--- src/rtl/blank_window_gen_if.sv ---
// Sample bus and trigger strobes between bus extraction, the blanking stage and bus insertion.
// The master drives triggers and input words; the slave returns output words and blank flags.
interface blank_window_gen_if #(
    parameter int NUM_CHANNELS    = 2,
    parameter int PAR_SAMPLES     = 8,
    parameter int BITS_PER_SAMPLE = 16
);
    localparam int BUS_W = NUM_CHANNELS * PAR_SAMPLES * BITS_PER_SAMPLE;

    logic [NUM_CHANNELS-1:0] trig_rise;
    logic [BUS_W-1:0]        s_data;
    logic [BUS_W-1:0]        m_data;
    logic [NUM_CHANNELS-1:0] m_blank;

    modport master (
        output trig_rise,
        output s_data,
        input  m_data,
        input  m_blank
    );

    modport slave (
        input  trig_rise,
        input  s_data,
        output m_data,
        output m_blank
    );
endinterface

--- src/rtl/blank_window_gen.sv ---
// Per-channel trigger-relative blanking window with zero/hold/constant fill and status counters.
// Fixed one-cycle latency from s_data to m_data/m_blank; streaming, no backpressure.
module blank_window_gen #(
    parameter int NUM_CHANNELS    = 2,
    parameter int PAR_SAMPLES     = 8,
    parameter int BITS_PER_SAMPLE = 16,
    parameter int CNT_WIDTH       = 24
) (
    input  logic                         data_clk_i,
    input  logic                         data_rst_i,
    input  logic [NUM_CHANNELS-1:0]      cfg_enable_i,
    input  logic [1:0]                   cfg_mode_i,
    input  logic [BITS_PER_SAMPLE-1:0]   cfg_fill_i,
    input  logic [CNT_WIDTH-1:0]         cfg_offset_i,
    input  logic [CNT_WIDTH-1:0]         cfg_length_i,
    input  logic                         cfg_retrig_i,
    blank_window_gen_if.slave            bus,
    output logic [NUM_CHANNELS*16-1:0]   stat_windows_o,
    output logic [NUM_CHANNELS*16-1:0]   stat_dropped_o
);
    localparam int LANE_W = PAR_SAMPLES * BITS_PER_SAMPLE;
    localparam logic [CNT_WIDTH-1:0] CNT_ONE  = CNT_WIDTH'(1);
    localparam logic [15:0]          STAT_MAX = 16'hFFFF;
    localparam logic [1:0]           MODE_HOLD  = 2'b01;
    localparam logic [1:0]           MODE_CONST = 2'b10;

    typedef enum logic [1:0] {
        ST_IDLE   = 2'd0,
        ST_DELAY  = 2'd1,
        ST_ACTIVE = 2'd2
    } state_t;

    for (genvar c = 0; c < NUM_CHANNELS; c++) begin : g_ch
        state_t                     state;
        logic [CNT_WIDTH-1:0]       dcnt;
        logic [CNT_WIDTH-1:0]       lcnt;
        logic                       first;
        logic [1:0]                 mode_q;
        logic [BITS_PER_SAMPLE-1:0] fill_q;
        logic [BITS_PER_SAMPLE-1:0] hold_q;
        logic [15:0]                win_cnt;
        logic [15:0]                drop_cnt;
        logic [LANE_W-1:0]          data_q;
        logic                       blank_q;

        logic                       en;
        logic                       trig;
        logic                       busy;
        logic                       accept;
        logic                       drop;
        logic                       blank_now;
        logic                       win_start;
        logic [1:0]                 mode_eff;
        logic [BITS_PER_SAMPLE-1:0] fill_eff;
        logic [BITS_PER_SAMPLE-1:0] fill_lane;
        logic [LANE_W-1:0]          in_word;

        always_comb begin
            en        = cfg_enable_i[c];
            trig      = bus.trig_rise[c];
            in_word   = bus.s_data[c*LANE_W +: LANE_W];
            busy      = (state != ST_IDLE);
            accept    = trig && en && (!busy || cfg_retrig_i);
            drop      = trig && en && busy && !cfg_retrig_i;
            blank_now = 1'b0;
            win_start = 1'b0;
            // A freshly accepted trigger overrides whatever window was running.
            if (accept) begin
                if ((cfg_length_i != '0) && (cfg_offset_i == '0)) begin
                    blank_now = 1'b1;
                    win_start = 1'b1;
                end
            end else if (en && (state == ST_ACTIVE)) begin
                blank_now = 1'b1;
                win_start = first;
            end
            mode_eff = accept ? cfg_mode_i : mode_q;
            fill_eff = accept ? cfg_fill_i : fill_q;
            case (mode_eff)
                MODE_HOLD:  fill_lane = hold_q;
                MODE_CONST: fill_lane = fill_eff;
                default:    fill_lane = '0;
            endcase
        end

        always_ff @(posedge data_clk_i) begin
            if (data_rst_i) begin
                state    <= ST_IDLE;
                dcnt     <= '0;
                lcnt     <= '0;
                first    <= 1'b0;
                mode_q   <= '0;
                fill_q   <= '0;
                hold_q   <= '0;
                win_cnt  <= '0;
                drop_cnt <= '0;
                data_q   <= '0;
                blank_q  <= 1'b0;
            end else begin
                if (!en) begin
                    state <= ST_IDLE;
                    first <= 1'b0;
                end else if (accept) begin
                    mode_q <= cfg_mode_i;
                    fill_q <= cfg_fill_i;
                    first  <= 1'b0;
                    if (cfg_length_i == '0) begin
                        state <= ST_IDLE;
                    end else if (cfg_offset_i == '0) begin
                        // Trigger cycle already blanked the first word.
                        if (cfg_length_i == CNT_ONE) begin
                            state <= ST_IDLE;
                        end else begin
                            state <= ST_ACTIVE;
                            lcnt  <= cfg_length_i - CNT_ONE;
                        end
                    end else if (cfg_offset_i == CNT_ONE) begin
                        state <= ST_ACTIVE;
                        lcnt  <= cfg_length_i;
                        first <= 1'b1;
                    end else begin
                        // The trigger cycle counts as the first delay cycle.
                        state <= ST_DELAY;
                        dcnt  <= cfg_offset_i - CNT_ONE;
                        lcnt  <= cfg_length_i;
                    end
                end else begin
                    case (state)
                        ST_DELAY: begin
                            if (dcnt <= CNT_ONE) begin
                                state <= ST_ACTIVE;
                                first <= 1'b1;
                                dcnt  <= '0;
                            end else begin
                                dcnt <= dcnt - CNT_ONE;
                            end
                        end
                        ST_ACTIVE: begin
                            first <= 1'b0;
                            if (lcnt <= CNT_ONE) begin
                                state <= ST_IDLE;
                                lcnt  <= '0;
                            end else begin
                                lcnt <= lcnt - CNT_ONE;
                            end
                        end
                        default: state <= ST_IDLE;
                    endcase
                end

                if (!blank_now) begin
                    hold_q <= in_word[LANE_W-1 -: BITS_PER_SAMPLE];
                end
                if (win_start && (win_cnt != STAT_MAX)) begin
                    win_cnt <= win_cnt + 16'd1;
                end
                if (drop && (drop_cnt != STAT_MAX)) begin
                    drop_cnt <= drop_cnt + 16'd1;
                end
                blank_q <= blank_now;
                data_q  <= blank_now ? {PAR_SAMPLES{fill_lane}} : in_word;
            end
        end

        assign bus.m_data[c*LANE_W +: LANE_W] = data_q;
        assign bus.m_blank[c]                 = blank_q;
        assign stat_windows_o[c*16 +: 16]     = win_cnt;
        assign stat_dropped_o[c*16 +: 16]     = drop_cnt;
    end
endmodule
--- src/flat_wrapper.sv ---
// flat-port wrapper written by rule: the top's interface ports become plain ports
module blank_window_gen_flat 
#(
    parameter int NUM_CHANNELS    = 2,
    parameter int PAR_SAMPLES     = 8,
    parameter int BITS_PER_SAMPLE = 16,
    parameter int CNT_WIDTH       = 24
)
  (data_clk_i, data_rst_i, cfg_enable_i, cfg_mode_i, cfg_fill_i, cfg_offset_i, cfg_length_i, cfg_retrig_i, stat_windows_o, stat_dropped_o, bus_trig_rise, bus_s_data, bus_m_data, bus_m_blank);
  blank_window_gen_if #(.NUM_CHANNELS(NUM_CHANNELS), .PAR_SAMPLES(PAR_SAMPLES), .BITS_PER_SAMPLE(BITS_PER_SAMPLE)) bus_i ();
  input  logic data_clk_i;
  input  logic data_rst_i;
  input  logic [NUM_CHANNELS-1:0] cfg_enable_i;
  input  logic [1:0] cfg_mode_i;
  input  logic [BITS_PER_SAMPLE-1:0] cfg_fill_i;
  input  logic [CNT_WIDTH-1:0] cfg_offset_i;
  input  logic [CNT_WIDTH-1:0] cfg_length_i;
  input  logic cfg_retrig_i;
  output logic [NUM_CHANNELS*16-1:0] stat_windows_o;
  output logic [NUM_CHANNELS*16-1:0] stat_dropped_o;
  input wire logic [$bits(bus_i.trig_rise)-1:0] bus_trig_rise;
  input wire logic [$bits(bus_i.s_data)-1:0] bus_s_data;
  output wire logic [$bits(bus_i.m_data)-1:0] bus_m_data;
  output wire logic [$bits(bus_i.m_blank)-1:0] bus_m_blank;
  assign bus_i.trig_rise = bus_trig_rise;
  assign bus_i.s_data = bus_s_data;
  assign bus_m_data = bus_i.m_data;
  assign bus_m_blank = bus_i.m_blank;
  blank_window_gen #(.NUM_CHANNELS(NUM_CHANNELS), .PAR_SAMPLES(PAR_SAMPLES), .BITS_PER_SAMPLE(BITS_PER_SAMPLE), .CNT_WIDTH(CNT_WIDTH)) u_core (.data_clk_i(data_clk_i), .data_rst_i(data_rst_i), .cfg_enable_i(cfg_enable_i), .cfg_mode_i(cfg_mode_i), .cfg_fill_i(cfg_fill_i), .cfg_offset_i(cfg_offset_i), .cfg_length_i(cfg_length_i), .cfg_retrig_i(cfg_retrig_i), .bus(bus_i), .stat_windows_o(stat_windows_o), .stat_dropped_o(stat_dropped_o));
endmodule
--- config.mk ---
export PLATFORM = sky130hd
export DESIGN_NAME = blank_window_gen_flat
export DESIGN_NICKNAME = d
export VERILOG_FILES = /design/src/rtl/blank_window_gen_if.sv /design/src/rtl/blank_window_gen.sv /design/src/flat_wrapper.sv
export SDC_FILE = /design/constraint.sdc
export NUM_CORES = 1
export LEC_CHECK = 0
export BUFFER_PORTS_ARGS = -buffer_cell sky130_fd_sc_hd__buf_2
export CORE_AREA = 2 2 256 258
export CTS_BUF_LIST = sky130_fd_sc_hd__clkbuf_16
export DETAILED_ROUTE_END_ITERATION = 10
export DIE_AREA = 0 0 258 260
export SETUP_SLACK_MARGIN = 0.15
export SKIP_LAST_GASP = 1
export SYNTH_ARGS = -nofsm -noshare
export SYNTH_HDL_FRONTEND = slang
export SYNTH_SLANG_ARGS = --single-unit
--- constraint.sdc ---
create_clock -name data_clk_i -period 3.35 [get_ports data_clk_i]
set_clock_uncertainty 0.05 [all_clocks]
set_input_delay 0 -clock data_clk_i [delete_from_list [all_inputs] [get_ports data_clk_i]]
set_output_delay 0 -clock data_clk_i [all_outputs]
set_load 0.03 [all_outputs]
==> flow_summary.json, run 1 <==
{
  "pre_cts_ws_ns": 0.3719,
  "worst_pin_slew_ns": 1.276,
  "worstSetupPathType": "in -> reg",
  "synth_top_area_cell": "dfxtp_1",
  "drive_gt1_frac": 0.2363,
  "synthToLayoutAreaGrowth_pct": 44.89,
  "fin_crit_ns": 3.127,
  "grt_pass1_vias": 21970,
  "numCtsBuffers": 56,
  "relSlewSlack": 0.1454,
  "via_per_inst": 5.081,
  "die_area_sq_um": 67080,
  "drv_slew": 0,
  "cts_tree": "done",
  "startpoint_type": "primary input",
  "synthFlopType": "dfxtp_1",
  "mostFrequentLayoutCell": "nand2_1",
  "synth_area_leaders": "dfxtp_1 47%, nand2_1 14%, nor2_1 3.8%",
  "portBuffers": 650,
  "setup_ws_ns": 0.2226,
  "numClockSinks": 492,
  "core_sq_um": 64120,
  "dpl.hpwl_microns": 65870,
  "cellPowerDensity_nw_per_um2": 525.0,
  "routedWlPerCell_microns": 19.99,
  "ys_ff_latch": 492,
  "vias": 22970,
  "setup_viol": 0,
  "die_x_microns": 258,
  "hold_viol_final": 0,
  "numPlacedInstances": 4072,
  "rrSetupSlack_ns": 0.38,
  "cp.arrival_ns": 3.57,
  "drt_iter0_drc": 2031,
  "crit_required_ns": 3.79,
  "synthCells": 2649,
  "rsz0062_at_grt": "yes",
  "synthDominantCellAreaShare": 0.4676,
  "clk_pin_slew_worst_paths_ns": 0.06,
  "rows": 93,
  "worstHoldPathType": "in -> reg",
  "grt_max_degree": 129,
  "end_kind": "flip-flop",
  "worstPathCellList": "dlygate4sd3_1 -> buf_2 -> nor4_1 -> buf_4 -> and3b_1 -> nand4_1 -> buf_4 -> o41ai_2 -> dlygate4sd3_1 -> a21oi_1 -> dlygate4sd3_1 -> o21ai_0 -> a21oi_1",
  "pin_count": 651,
  "htree_levels": 2,
  "crit_top_cell": "dlygate4sd3_1",
  "finalInstanceArea_sq_um": 30520,
  "slowest_stage": "dlygate4sd3_1",
  "fin_cells": 4520,
  "path_delay_family": "buffers and inverters",
  "syn_area_sq_um": 21060,
  "maxCapViolCount": 0,
  "clockBufferDepth": 3,
  "async_reset_ff_frac": 0,
  "synthesis.nets": 3005,
  "finalWirelength_microns": 90340,
  "finalCritPeriodShare": 0.9335,
  "path_max_fanout": 11,
  "start_util": 0.3285,
  "place_area_sq_um": 25270,
  "antenna_found_initial": 20,
  "yosys_warnings": 0,
  "layout_common_cells": "784 x nand2_1, 649 x buf_2, 492 x dfxtp_1, 332 x dlygate4sd3_1, 209 x nor2_1",
  "worstPathBufferInverterCount": 6,
  "synth_edf_count": 0,
  "dr.pass1.iters": 8,
  "grtUsageTotal": 0.2544,
  "slowest_delay_ns": 0.59,
  "cts_root_buf": "clkbuf_16",
  "clock_latency_ns": 0.62,
  "seq_area_frac_synth": 0.4676,
  "drcViolationCount": 0,
  "grt_pass1_wl_microns": 132800,
  "avgSynthCellArea_sq_um": 7.951,
  "fin_setup_tns_ns": 0,
  "timing.fmax_mhz": 319.8,
  "status": "complete, no violations",
  "ant_nets": 0,
  "vdd_drop_max_mv": 0.3985,
  "gp_congestion": 0.9874,
  "globalRoute.totalOverflow": 0,
  "synth_cell_type_count": 71,
  "nets": 3964,
  "power.leakage_uw": 0.01440,
  "dieHeight_microns": 260,
  "hold_slack_ns": 0.05541
}
==> registers in the layout, indices dropped and copies added (netlist names) <==
register              flops
u_core.g_ch.data_q      256
u_core.g_ch.win_cnt      32
u_core.g_ch.mode_q        4
u_core.g_ch.first         2
u_core.g_ch.state         4
u_core.g_ch.fill_q       32
u_core.g_ch.hold_q       32
u_core.g_ch.drop_cnt     32
u_core.g_ch.blank_q       2
u_core.g_ch.dcnt         48
u_core.g_ch.lcnt         48
==> timing repair <==
item,4_1_cts,5_1_grt
gates resized for setup,0,5
endpoints found under the hold margin,413,1
endpoints found under the setup margin,0,37
hold buffers,331,1
setup buffers,0,1
==> synth_stat cells, types with 14 or more instances <==
cell type / instances
a21oi_1: 142
nand3_1: 69
nor4_1: 54
ha_1: 27
nand2_1: 784
nor3_1: 80
buf_2: 16
clkbuf_1: 83
o32ai_1: 21
or4_1: 31
inv_1: 35
a22o_1: 33
o21ai_0: 115
nor2_1: 213
xnor2_1: 67
a32oi_1: 14
buf_4: 29
nand4_1: 30
o22ai_1: 22
dfxtp_1: 492
nand2_2: 20
xor2_1: 23
a22oi_1: 35
or3_1: 32
==> worst register-to-register path, delay by kind of cell, from the launching register on <==
family | cells | cell delay [ns]
buffers and inverters | 3 | 0.41
AO/OA/AOI/OAI | 2 | 0.57
flip-flops | 1 | 0.35
AND/OR/NAND/NOR | 2 | 0.50
adder cells (fa/ha/maj) | 2 | 0.62
multiplexers | 1 | 0.35
==> path summary, 6_finish.rpt <==
kind / startpoint / end / depth (start not counted)
setup / recovery: cfg_offset_i[11] / u_core.g_ch[1].lcnt[8] / 13
hold / removal: bus_s_data[17] / u_core.g_ch[0].data_q[17] / 4
setup reg to reg: u_core.g_ch[1].state[0] / u_core.g_ch[1].data_q[5] / 10
hold reg to reg: u_core.g_ch[1].hold_q[4] / u_core.g_ch[1].hold_q[4] / 2
==> power by group <==
| group | internal, uW | total (uW) | switching, uW |
|---|---|---|---|
| combinational | 1310 | 3410 | 2110 |
| sequential | 6180 | 6390 | 205 |
| clock | 3590 | 6220 | 2630 |
==> metrics by stage <==
step                  util  power [uW]
floorplan                -        8480
global placement    0.3942        9521
detailed placement  0.3942        9526
CTS                 0.4747       16070
global route        0.4760       16710
finish              0.4760       16020
==> kinds of logic after synthesis <==
logic type      count (synthesis)  share of synthesized area
buf+inv                       176                    0.03897
simple gates                 1397                     0.2964
fa+ha+maj                      27                    0.01604
flops                         492                     0.4676
compound gates                456                     0.1384
xor+xnor                       90                    0.03742
mux                            11                   0.005228
==> area by class of cell <==
class                           count  area [sq um]
Tap cell                          855          1070
Clock buffer                       56          1401
Fill cell                        6222         33600
Sequential cell                   492          9849
Clock inverter                     46         451.7
Multi-Input combinational cell   1981         10500
Timing Repair Buffer             1042          7086
Inverter                           35         131.4
Antenna cell                       13         32.53
==> layer usage <==
metal	vias to the layer above	share of wire	global-route usage
met3	217	0.070	0.05156
met5	-	0.00081	0
met1	10750	0.39	0.3028
li1	11030	-	-
met2	954	0.49	0.4404
met4	12	0.046	0.1174
(Power assumes the default switching activity.)
==> run 2: changes to the inputs <==
--- a/config.mk
+++ b/config.mk
@@ -6,10 +6,10 @@
 export NUM_CORES = 1
 export LEC_CHECK = 0
 export BUFFER_PORTS_ARGS = -buffer_cell sky130_fd_sc_hd__buf_2
-export CORE_AREA = 2 2 256 258
+export CORE_AREA = 4 4 251 253
 export CTS_BUF_LIST = sky130_fd_sc_hd__clkbuf_16
 export DETAILED_ROUTE_END_ITERATION = 10
-export DIE_AREA = 0 0 258 260
+export DIE_AREA = 0 0 255 257
 export SETUP_SLACK_MARGIN = 0.15
 export SKIP_LAST_GASP = 1
 export SYNTH_ARGS = -nofsm -noshare
==> constraint.sdc (replaced) <==
create_clock -name data_clk_i -period 3.63 [get_ports data_clk_i]
set_clock_uncertainty 0.05 [all_clocks]
set_input_delay 0 -clock data_clk_i [delete_from_list [all_inputs] [get_ports data_clk_i]]
set_output_delay 0 -clock data_clk_i [all_outputs]
set_load 0.03 [all_outputs]
==> flow_summary.json, run 2 (synthesis results as in run 1) <==
{
  "status": "complete, no violations",
  "worstHoldPathType": "in -> reg",
  "htree_levels": 2,
  "layout_common_cells": "784 x nand2_1, 649 x buf_2, 492 x dfxtp_1, 347 x dlygate4sd3_1, 209 x nor2_1",
  "hold_viol_final": 0,
  "vias": 23060,
  "drv_slew": 0,
  "die_x_microns": 255,
  "worst_pin_slew_ns": 0.9568,
  "worstPathBufferInverterCount": 6,
  "drive_gt1_frac": 0.2319,
  "path_delay_family": "buffers and inverters",
  "numCtsBuffers": 56,
  "pin_count": 651,
  "finalWirelength_microns": 92700,
  "fin_setup_tns_ns": 0,
  "slowest_delay_ns": 0.57,
  "slowest_stage": "or4_4",
  "setup_viol": 0,
  "timing.fmax_mhz": 295.2,
  "hold_slack_ns": 0.05071,
  "finalCritPeriodShare": 0.9333,
  "power.leakage_uw": 0.01444,
  "antenna_found_initial": 25,
  "globalRoute.totalOverflow": 0,
  "clock_latency_ns": 0.63,
  "largest_reg_flops": 256,
  "nets": 3970,
  "worstPathCellList": "dlygate4sd3_1 -> buf_2 -> or4_4 -> or4_4 -> nor4_4 -> buf_4 -> o31ai_4 -> buf_12 -> nor2_4 -> buf_16 -> nand2_1 -> nand2_1 -> dlygate4sd3_1",
  "die_area_sq_um": 65540,
  "grt_pass1_wl_microns": 136200,
  "portBuffers": 650,
  "core_sq_um": 61030,
  "rows": 91,
  "cellPowerDensity_nw_per_um2": 481.1,
  "relSlewSlack": 0.3621,
  "grt_pass1_vias": 21840,
  "dpl.hpwl_microns": 66450,
  "clk_pin_slew_worst_paths_ns": 0.07,
  "path_max_fanout": 128,
  "cts_tree": "done",
  "fin_crit_ns": 3.388,
  "via_per_inst": 5.162,
  "dieHeight_microns": 257,
  "clockBufferDepth": 3,
  "grtUsageTotal": 0.2671,
  "fin_cells": 4468,
  "worstSetupPathType": "in -> reg",
  "vdd_drop_max_mv": 0.3442,
  "routedWlPerCell_microns": 20.75,
  "synthToLayoutAreaGrowth_pct": 44.63,
  "reg_top3": "u_core.g_ch.data_q: 256 flops, u_core.g_ch.dcnt: 48 flops, u_core.g_ch.lcnt: 48 flops",
  "dr.pass1.iters": 5,
  "numClockSinks": 492,
  "rsz0062_at_grt": "no",
  "startpoint_type": "primary input",
  "mostFrequentLayoutCell": "nand2_1",
  "maxCapViolCount": 0,
  "cp.arrival_ns": 3.90,
  "numPlacedInstances": 3997,
  "drt_iter0_drc": 2077,
  "cts_root_buf": "clkbuf_16",
  "ant_nets": 0,
  "crit_required_ns": 4.14,
  "gp_congestion": 1.038,
  "end_kind": "flip-flop",
  "drcViolationCount": 0,
  "start_util": 0.3451,
  "grt_max_degree": 156,
  "top_register": "u_core.g_ch.data_q"
}
run 2: changes by cell type in the layout (fill, tap and decap cells not counted), moves of 2 or more:
cell,before,now
dlygate4sd3_1,332,347
buf_4,56,47
diode_2,13,17
inv_1,42,46
bufinv_16,7,5
clkinv_2,7,9
clkinvlp_4,5,3
run 2: final timing paths:
path / start / endpoint / slack (ns) / depth (start not counted)
setup / recovery: cfg_length_i[17] / u_core.g_ch[1].data_q[44] / 0.24 / 13
hold / removal: bus_s_data[19] / u_core.g_ch[0].data_q[19] / 0.05 / 4
setup reg to reg: u_core.g_ch[1].state[0] / u_core.g_ch[1].data_q[44] / 0.32 / 13
hold reg to reg: u_core.g_ch[1].hold_q[6] / u_core.g_ch[1].hold_q[6] / 0.41 / 2
run 2: layout make-up:
| cell class | count | area (sq um) |
|---|---|---|
| antenna | 17 | 42.54 |
| multi-input combinational | 1981 | 10480 |
| clock inverter | 49 | 395.4 |
| clock buffer | 56 | 1401 |
| inverter | 35 | 131.4 |
| sequential | 492 | 9849 |
| timing repair buffer | 1048 | 7176 |
| tap | 790 | 988.4 |
| fill | 5720 | 30570 |
run 2: per-layer routing:
| metal | share of wire | wire (microns) | track usage |
|---|---|---|---|
| met1 | 0.40 | 36980 | 0.3248 |
| met3 | 0.075 | 6966 | 0.06448 |
| met4 | 0.052 | 4799 | 0.1272 |
| met5 | 0.00061 | 57 | 0 |
| met2 | 0.47 | 43890 | 0.4440 |
run 2: timing repair:
item / CTS / global route
setup endpoints to repair: 0 / 16
resized for setup: 0 / 3
hold endpoints to repair: 419 / 0
buffers inserted: 0 / 2
hold buffers: 347 / 0
run 2: stage by stage:
| step | total power [uW] | cell area [sq um] | setup WS [ns] | utilization |
|---|---|---|---|---|
| after global routing | 15290 | 30460 | 0.1535 | 0.4990 |
| after global placement | 8783 | 25100 | 0.5104 | 0.4113 |
| after floorplan | 7825 | 21060 | 0.3321 | - |
| final | 14660 | 30460 | 0.2422 | 0.4992 |
| after CTS | 14680 | 30370 | 0.1652 | 0.4977 |
| after detailed placement | 8784 | 25100 | 0.3572 | 0.4113 |
run 2: tightest hold or removal path, delay by kind of cell:
kind / cells / cell delay, ns
simple gates: 2 / 0.09
buf+inv: 2 / 0.61
run 2: power breakdown:
part / switching, uW / internal (uW) / total [uW] / leakage, uW
clock network: 2430 / 3170 / 5600 / 0.000915
registers: 194 / 5710 / 5900 / 0.00406
logic: 1950 / 1210 / 3160 / 0.00947
